===== src/rtl/strobe_divider.sv =====
// Multi-channel rate generator: per-channel strobe and 50% phase from a run-time divisor,
// with shadowed divisor writes that commit only at a period boundary, sync, or while idle.
module strobe_divider #(
   parameter int CHANNELS    = 4,
   parameter int DIV_W       = 24,
   parameter int CNT_W       = 32,
   parameter int DEFAULT_DIV = 262144,
   localparam int CH_W       = (CHANNELS > 1) ? $clog2(CHANNELS) : 1
) (
   input  logic                clk,
   input  logic                rst,
   input  logic [CHANNELS-1:0] ch_enable,
   input  logic                sync_all,
   input  logic                wr_en,
   input  logic [CH_W-1:0]     wr_ch,
   input  logic [DIV_W-1:0]    wr_div,
   output logic                wr_ack,
   output logic                wr_err,
   output logic [CHANNELS-1:0] strobe,
   output logic [CHANNELS-1:0] phase,
   output logic [CHANNELS-1:0] pending,
   output logic [CNT_W-1:0]    free_cnt
);

   localparam logic [DIV_W-1:0] DIV_RST = DIV_W'(DEFAULT_DIV);

   logic [DIV_W-1:0]    cnt_q    [CHANNELS];
   logic [DIV_W-1:0]    cnt_d    [CHANNELS];
   logic [DIV_W-1:0]    div_q    [CHANNELS];
   logic [DIV_W-1:0]    div_d    [CHANNELS];
   logic [DIV_W-1:0]    shadow_q [CHANNELS];
   logic [DIV_W-1:0]    shadow_d [CHANNELS];
   logic [CHANNELS-1:0] strobe_q, strobe_d;
   logic [CHANNELS-1:0] phase_q, phase_d;
   logic [CHANNELS-1:0] pending_q, pending_d;
   logic [CHANNELS-1:0] commit;
   logic                wr_ack_q, wr_ack_d;
   logic                wr_err_q, wr_err_d;
   logic [CNT_W-1:0]    free_cnt_q, free_cnt_d;
   logic                wr_valid;

   always_comb begin
      wr_valid   = int'(wr_ch) < CHANNELS;
      free_cnt_d = free_cnt_q + CNT_W'(1);
      wr_ack_d   = wr_en && wr_valid;
      wr_err_d   = wr_en && !wr_valid;
      commit     = '0;
      strobe_d   = '0;
      phase_d    = phase_q;
      pending_d  = pending_q;
      for (int i = 0; i < CHANNELS; i++) begin
         cnt_d[i]    = cnt_q[i];
         div_d[i]    = div_q[i];
         shadow_d[i] = shadow_q[i];
         if (sync_all) begin
            cnt_d[i]   = '0;
            phase_d[i] = 1'b0;
            commit[i]  = 1'b1;
         end else if (!ch_enable[i] || div_q[i] == '0) begin
            cnt_d[i]  = '0;
            commit[i] = 1'b1;
         end else if (cnt_q[i] == div_q[i] - DIV_W'(1)) begin
            cnt_d[i]    = '0;
            strobe_d[i] = 1'b1;
            phase_d[i]  = ~phase_q[i];
            commit[i]   = 1'b1;
         end else begin
            cnt_d[i] = cnt_q[i] + DIV_W'(1);
         end
         // Commit uses the old shadow; a same-cycle write lands in the shadow and stays pending.
         if (commit[i] && pending_q[i]) begin
            div_d[i]     = shadow_q[i];
            pending_d[i] = 1'b0;
         end
         if (wr_en && wr_valid && int'(wr_ch) == i) begin
            shadow_d[i]  = wr_div;
            pending_d[i] = 1'b1;
         end
      end
   end

   always_ff @(posedge clk) begin
      if (rst) begin
         for (int i = 0; i < CHANNELS; i++) begin
            cnt_q[i]    <= '0;
            div_q[i]    <= DIV_RST;
            shadow_q[i] <= DIV_RST;
         end
         strobe_q   <= '0;
         phase_q    <= '0;
         pending_q  <= '0;
         wr_ack_q   <= 1'b0;
         wr_err_q   <= 1'b0;
         free_cnt_q <= '0;
      end else begin
         for (int i = 0; i < CHANNELS; i++) begin
            cnt_q[i]    <= cnt_d[i];
            div_q[i]    <= div_d[i];
            shadow_q[i] <= shadow_d[i];
         end
         strobe_q   <= strobe_d;
         phase_q    <= phase_d;
         pending_q  <= pending_d;
         wr_ack_q   <= wr_ack_d;
         wr_err_q   <= wr_err_d;
         free_cnt_q <= free_cnt_d;
      end
   end

   assign wr_ack   = wr_ack_q;
   assign wr_err   = wr_err_q;
   assign strobe   = strobe_q;
   assign phase    = phase_q;
   assign pending  = pending_q;
   assign free_cnt = free_cnt_q;

endmodule


===== config.mk =====
export PLATFORM = sky130hd
export DESIGN_NAME = strobe_divider
export DESIGN_NICKNAME = d
export VERILOG_FILES = /design/src/rtl/strobe_divider.sv
export SDC_FILE = /design/constraint.sdc
export NUM_CORES = 1
export LEC_CHECK = 0
export ABC_CLOCK_PERIOD_IN_PS = 3350
export CELL_PAD_IN_SITES_DETAIL_PLACEMENT = 1
export CELL_PAD_IN_SITES_GLOBAL_PLACEMENT = 1
export CORE_MARGIN = 2
export CORE_UTILIZATION = 42
export DETAILED_ROUTE_END_ITERATION = 7
export PLACE_DENSITY = 0.87
export REMOVE_ABC_BUFFERS = 1
export SLEW_MARGIN = 25
export SYNTH_ARGS = -nofsm -noshare
export SYNTH_HDL_FRONTEND = slang
export SYNTH_SLANG_ARGS = --single-unit

===== constraint.sdc =====
create_clock -name clk -period 3.35 [get_ports clk]
set_input_delay 0.67 -clock clk [delete_from_list [all_inputs] [get_ports clk]]
set_output_delay 0.67 -clock clk [all_outputs]
set_load 0.05 [all_outputs]

==> impl_metrics.csv, run 1 <==
group,metric,value,unit
clock_tree,clk_pin_slew,0.06,ns
power,p_per_area,437.1,nW/um^2
synthesis,synth_area_leaders,"dfxtp_1 (41%), xnor2_1 (6.3%), xor2_1 (6.2%)",
sta,hold_slack,0.4572,ns
detailed_routing,drt_pre_antenna_iters,5,
clock_tree,root_buffer,"clkbuf_16",
placement,gp_congestion,0.8902,
run_status,outcome,"finished with violations",
clock_tree,cts_tree,"built",
placement,dp_hpwl,32390,um
floorplan,fp.dieW,199.6,um
final_layout,final_cell_area,19910,sq um
worst_hold_path,min_path_type,"register to register",
floorplan,io_pins,80,
clock_tree,cts_buffer_depth,3,
placement,portBuffers,78,
clock_tree,cts_buffers,36,
sta,worst_pin_slew,0.6989,ns
worst_hold_path,min_to,"shadow_q[1][3]",
setup_path,r2r_slack,-0.29,ns
grt,gr-usage-all-layers,23.76,%
sta,period_minus_slack,3.644,ns
sta,grt_setup_unrepaired,"yes",
setup_path,r2r_start,"div_q[1][7]",
final_layout,drive_above_1_share,13.14,%
synthesis,synth_area,16060,sq um
synthesis,yosys.area.top_type,"dfxtp_1",
detailed_routing,drtAntennaViolNets,0,
grt,grt_overflow_total,0,
clock_tree,htreeDepth,2,
sta,clock.fmax,0.2744,GHz
worst_hold_path,whs_path_depth,2,
sta,setup_viol,62,
setup_path,cp-end-kind,"register",
sta,max_slew_margin,53.23,%
sta,timing.final.crit_share,108.8,%
detailed_routing,drtIter0Drc,850,
synthesis,yosysMostFrequentCell,"dfxtp_1",
setup_path,start_kind,"register",
detailed_routing,wire_per_inst,19.77,um
final_layout,final_util,52.87,%
grt,grt_pass1_wl,76220,um
synthesis,synth_common_cells,"dfxtp_1 (333), nand2_1 (258), nor2_1 (256), a21oi_1 (123), xnor2_1 (115)",
setup_path,worst_ep_required_time,3.79,ns
synthesis,async_reset_ff_share,0,%
floorplan,rows,71,
setup_path,cp_max_fo,6,
clock_tree,clock-sinks,333,
floorplan,die_area,39830,sq um
power,power,8.705,mW
power,p_leak,7.621,nW
placement,post-place-cells,2503,
sta,skew,0.01784,ns
setup_path,path_class,"register to register",
sta,drv_slew,0,
detailed_routing,drc,0,
power,peakVddDrop,353.8,uV
clock_tree,clk_latency,0.53,ns
final_layout,areaGrowthSynthToFinish,23.97,%
synthesis,ys_seq_area_share,41.50,%
grt,grt_pass1_vias,15076,
setup_path,crit_arrival,4.09,ns
flow_run,maxCapViolations,0,
final_layout,layout.nets,2098,
synthesis,netlist.area_leader.share,41.50,%
placement,place_area,17850,sq um
worst_hold_path,worstHoldStart,"shadow_q[1][3]",
floorplan,die_h,199.6,um
final_layout,instances_no_fill,2590,
detailed_routing,routed_via_density,5.623,
synthesis,yosys_warnings,0,
detailed_routing,wl,51200,um
detailed_routing,route.vias.total,14563,
synthesis,synth_cell_types,77,
synthesis,synth_cells,1925,
setup_path,r2r_end,"div_q[1][15]",
synthesis,synthFlopType,"dfxtp_1",
grt,grt_max_degree,137,
synthesis,syn_avg_cell_area,8.345,sq um
sta,finalHoldViolations,0,
floorplan,start_util,42.65,%
synthesis,ys_seq_elements,333,
clock_tree,hold_buffers,0,
run_status,violations,"negative setup slack",
grt,antenna_found_initial,2,
setup_path,r2r_cells,11,
synthesis,synth_edf_count,0,
floorplan,coreArea,37670,sq um
sta,setup_ws,-0.2939,ns
cell families (layout without fill, tap and decap cells):
| kind of cell | count (synthesis) | after routing | share of synthesized area [%] |
|---|---|---|---|
| adder cells (fa/ha/maj) | 9 | 9 | 0.7010 |
| buffers and inverters | 134 | 286 | 3.536 |
| multiplexers | 95 | 95 | 5.927 |
| XOR/XNOR | 229 | 229 | 12.49 |
| AO/OA/AOI/OAI | 235 | 235 | 9.027 |
| AND/OR/NAND/NOR | 889 | 889 | 26.80 |
| other | 1 | 3 | 0.02334 |
| flip-flops | 333 | 333 | 41.50 |
worst max-delay path by stage:
stage / to / start / slack (ns)
floorplan: div_q[2][0] / div_q[2][2] / -0.79
global placement: div_q[1][8] / div_q[1][7] / -0.10
detailed placement: div_q[1][21] / div_q[1][7] / -0.22
CTS: div_q[1][21] / div_q[1][7] / -0.22
global route: div_q[1][23] / div_q[1][7] / -0.42
finish: div_q[1][15] / div_q[1][7] / -0.29
final cells by class:
type / count / area [sq um]
Antenna cell: 2 / 5.005
Clock buffer: 49 / 1011
Clock inverter: 11 / 180.2
Fill cell: 4414 / 17750
Inverter: 32 / 120.1
Multi-Input combinational cell: 1458 / 9298
Sequential cell: 333 / 6683
Tap cell: 511 / 639.4
Timing Repair Buffer: 194 / 1978
state kept, by name, indices dropped and copies added, names as in the netlist:
| name | count |
|---|---|
| cnt_q | 96 |
| div_q | 96 |
| free_cnt | 32 |
| pending | 4 |
| phase | 4 |
| shadow_q | 96 |
| strobe | 4 |
| wr_ack | 1 |
per-layer routing:
layer	vias to the layer above	track usage, %	wire, um
li1	6811	-	-
met1	7258	27.30	20840
met2	372	44.26	26280
met3	120	4.422	2660
met4	2	7.243	1401
met5	-	0	13
power breakdown:
| group | switching [mW] | total [mW] | internal (mW) |
|---|---|---|---|
| registers | 0.0413 | 4.05 | 4.01 |
| logic | 0.326 | 0.533 | 0.207 |
| clock network | 1.63 | 4.12 | 2.49 |
placed cells by master (no fill, tap or decap), drive strengths merged, types with 10 or more instances in the layout:
cell type,instances
and3,34
nand2,258
nand3,59
xnor2,115
nand4,31
nor3,33
clkbuf,56
xor2,114
or2,10
buf,110
nand3b,11
mux2i,94
or4,24
inv,32
and2,10
and4,11
clkdlybuf4s50,77
or3,30
a21oi,124
nor2,256
a31oi,11
dfxtp,333
nor4,27
nor2b,17
o21ai,33
nand2b,54
critical path, cell delays in order, from the launching register on:
cell,delay (ns)
dfxtp_2,0.32
or4_4,0.54
or4_4,0.43
or3_1,0.40
a211o_1,0.31
a2111o_1,0.41
a2111oi_4,0.37
a21oi_2,0.14
nor2b_4,0.16
buf_6,0.13
clkbuf_16,0.15
mux2i_1,0.21
metrics by stage:
stage / worst slack (ns) / TNS [ns]
finish: -0.2939 / -11.21
global placement: -0.1029 / -3.676
floorplan: -0.7863 / -59.58
CTS: -0.2241 / -7.508
global route: -0.4160 / -23.24
detailed placement: -0.2204 / -8.433
what timing repair did:
| action | CTS | global route |
|---|---|---|
| buffers inserted | 6 | 11 |
| endpoints found under the setup margin | 132 | 194 |
| pin swaps | 5 | 40 |
| resized for setup | 19 | 101 |
| cloned | 4 | 8 |
| hold endpoints to repair | 0 | 0 |
No activity file was read; power rests on OpenSTA's default activity.
==> run 2, diff against run 1 <==
--- a/config.mk
+++ b/config.mk
@@ -5,12 +5,13 @@
 export SDC_FILE = /design/constraint.sdc
 export NUM_CORES = 1
 export LEC_CHECK = 0
-export ABC_CLOCK_PERIOD_IN_PS = 3350
+export ABC_CLOCK_PERIOD_IN_PS = 3030
 export CELL_PAD_IN_SITES_DETAIL_PLACEMENT = 1
 export CELL_PAD_IN_SITES_GLOBAL_PLACEMENT = 1
 export CORE_MARGIN = 2
 export CORE_UTILIZATION = 42
 export DETAILED_ROUTE_END_ITERATION = 7
+export GPL_ROUTABILITY_DRIVEN = 0
 export PLACE_DENSITY = 0.87
 export REMOVE_ABC_BUFFERS = 1
 export SLEW_MARGIN = 25
==> constraint.sdc (replaced) <==
create_clock -name clk -period 3.03 [get_ports clk]
set_input_delay 0.606 -clock clk [delete_from_list [all_inputs] [get_ports clk]]
set_output_delay 0.606 -clock clk [all_outputs]
set_load 0.05 [all_outputs]
==> run 2 against run 1 <==
Effect of this change: critical path depth down 1; utilization up 4.6 points; the run still ends with negative setup slack left; sequential power is 11% higher; power up 12%; worst setup slack got worse by 0.48 ns; critical endpoint is now div_q[1][11]; die area is the same; non-clock buffer count grew 90; via count up 8.4%; register-to-register slack got worse by 0.48 ns.
==> impl_metrics.csv, run 2 (synthesis results as in run 1) <==
group,metric,value,unit
run_status,outcome,"finished with violations",
run_status,violations,"negative setup slack",
sta,worst_pin_slew,0.6966,ns
final_layout,areaGrowthSynthToFinish,34.74,%
clock_tree,cts_buffer_depth,3,
setup_path,cp-end-kind,"register",
power,p_per_area,448.8,nW/um^2
floorplan,fp.dieW,199.6,um
detailed_routing,routed_via_density,5.891,
setup_path,slowest_delay,0.54,ns
setup_path,path_class,"register to register",
clock_tree,cts_tree,"built",
flow_run,maxCapViolations,0,
placement,dp_hpwl,34080,um
detailed_routing,wire_per_inst,23.41,um
setup_path,cp_cell_sequence,"or4_4 > or4_4 > or3_4 > a211o_1 > a2111o_1 > a2111oi_4 > a21oi_2 > nor2b_4 > buf_12 > mux2i_2",
clock_tree,cts_buffers,36,
detailed_routing,route.vias.total,15782,
grt,antenna_found_initial,1,
grt,grt_pass1_wl,88820,um
placement,place_area,18370,sq um
setup_path,worst_ep_required_time,3.48,ns
detailed_routing,drt_pre_antenna_iters,5,
detailed_routing,drc,0,
final_layout,instances_no_fill,2679,
placement,post-place-cells,2570,
clock_tree,hold_buffers,0,
sta,max_slew_margin,53.56,%
setup_path,cp_top_family,"simple AND/OR/NAND/NOR gates",
sta,setup_ws,-0.7733,ns
grt,grt_overflow_total,0,
clock_tree,clk_pin_slew,0.06,ns
final_layout,drive_above_1_share,22.52,%
sta,drv_slew,0,
setup_path,crit_buf_inv,1,
floorplan,die_h,199.6,um
floorplan,rows,71,
clock_tree,htreeDepth,2,
sta,fin_tns_setup,-87.40,ns
sta,grt_setup_unrepaired,"yes",
setup_path,crit_arrival,4.25,ns
final_layout,final_cell_area,21640,sq um
detailed_routing,drtIter0Drc,1020,
final_layout,final_util,57.46,%
floorplan,coreArea,37670,sq um
final_layout,reg_top3,"cnt_q (96), div_q (96), shadow_q (96)",
final_layout,final_common_cell,"dfxtp_1",
final_layout,layout.nets,2188,
floorplan,start_util,42.65,%
placement,portBuffers,78,
detailed_routing,wl,62720,um
floorplan,die_area,39830,sq um
grt,gr-usage-all-layers,28.23,%
sta,skew,0.01303,ns
worst_hold_path,min_path_type,"register to register",
setup_path,cp_max_fo,12,
setup_path,critPathSlowestCell,"or4_4",
final_layout,final_cell_mix,"dfxtp_1 (321), nand2_1 (256), nor2_1 (165)",
clock_tree,clock-sinks,333,
clock_tree,clk_latency,0.54,ns
setup_path,path_common_cell,"or4_4",
grt,grt_max_degree,93,
power,peakVddDrop,320.6,uV
floorplan,io_pins,80,
sta,timing.final.crit_share,125.5,%
power,p_leak,8.144,nW
sta,clock.fmax,0.2629,GHz
clock_tree,root_buffer,"clkbuf_16",
setup_path,start_kind,"register",
sta,setup_viol,203,
sta,period_minus_slack,3.803,ns
power,power,9.714,mW
grt,grt_pass1_vias,16785,
detailed_routing,drtAntennaViolNets,0,
final_layout,n_fill_cell,4241,
sta,finalHoldViolations,0,
==> run 2: changes by cell type in the layout (fill, tap and decap cells not counted), sizes merged <==
cell / before / now
clkinvlp: 0 / 1
diode: 2 / 1
clkinv: 6 / 5
bufinv: 5 / 3
clkbuf: 56 / 57
buf: 110 / 201
==> run 2: cell type report <==
| type | instances | area [sq um] | share of cell area (%) |
|---|---|---|---|
| diodes | 1 | 2.502 | 0.01156 |
| clock buffers | 51 | 1028 | 4.752 |
| clock inverters | 9 | 126.4 | 0.5838 |
| inverters | 32 | 120.1 | 0.5549 |
| multi-input cells | 1458 | 10160 | 46.92 |
| flip-flops and latches | 333 | 6689 | 30.90 |
| well taps | 511 | 639.4 | 2.954 |
| repair buffers | 284 | 2883 | 13.32 |
==> run 2: timing repair <==
action	in CTS	in global routing
hold endpoints to repair	0	0
gates resized for setup	130	250
setup endpoints to repair	204	204
pin swaps	37	103
gates cloned	16	3
buffers inserted	27	18
==> run 2: tightest hold or removal path, stage by stage (launching register included) <==
cell	delay, ns
dfxtp_1	0.31
nand2_1	0.05
a21oi_1	0.05
==> run 2: path summary, 6_finish.rpt <==
path / startpoint / to / slack [ns] / depth (start not counted)
worst min register to register: shadow_q[2][2] / shadow_q[2][2] / 0.45 / 2
worst min-delay path: shadow_q[2][2] / shadow_q[2][2] / 0.45 / 2
worst max register to register: div_q[1][7] / div_q[1][11] / -0.77 / 10
worst max-delay path: div_q[1][7] / div_q[1][11] / -0.77 / 10
==> run 2: routing by layer <==
layer / vias to the layer above / share of wire (%) / global-route usage [%]
met2: 646 / 51 / 52.03
li1: 6994 / - / -
met5: - / 0 / 0
met3: 260 / 6.3 / 6.042
met1: 7882 / 37 / 30.75
met4: 0 / 5.3 / 12.98
==> run 2: power breakdown <==
| group | internal [mW] | switching (mW) | leakage (nW) | total [mW] |
|---|---|---|---|---|
| clock | 2.61 | 1.89 | 0.565 | 4.51 |
| combinational | 0.292 | 0.433 | 4.88 | 0.724 |
| sequential | 4.43 | 0.0510 | 2.70 | 4.48 |
==> run 2: metrics by stage <==
stage	setup slack, ns	hold slack [ns]
final	-0.7733	0.4535
after CTS	-0.5528	0.4465
after global routing	-0.8580	0.4764
after floorplan	-1.106	0.4296
after detailed placement	-0.5252	0.4473
after global placement	-0.4289	0.4386
==> run 3, diff against run 2 <==
--- a/config.mk
+++ b/config.mk
@@ -14,7 +14,7 @@
 export GPL_ROUTABILITY_DRIVEN = 0
 export PLACE_DENSITY = 0.87
 export REMOVE_ABC_BUFFERS = 1
-export SLEW_MARGIN = 25
+export SLEW_MARGIN = 30
 export SYNTH_ARGS = -nofsm -noshare
 export SYNTH_HDL_FRONTEND = slang
 export SYNTH_SLANG_ARGS = --single-unit
==> results of run 3 <==
Final layout, timing and power as in run 2 (identical DEF).
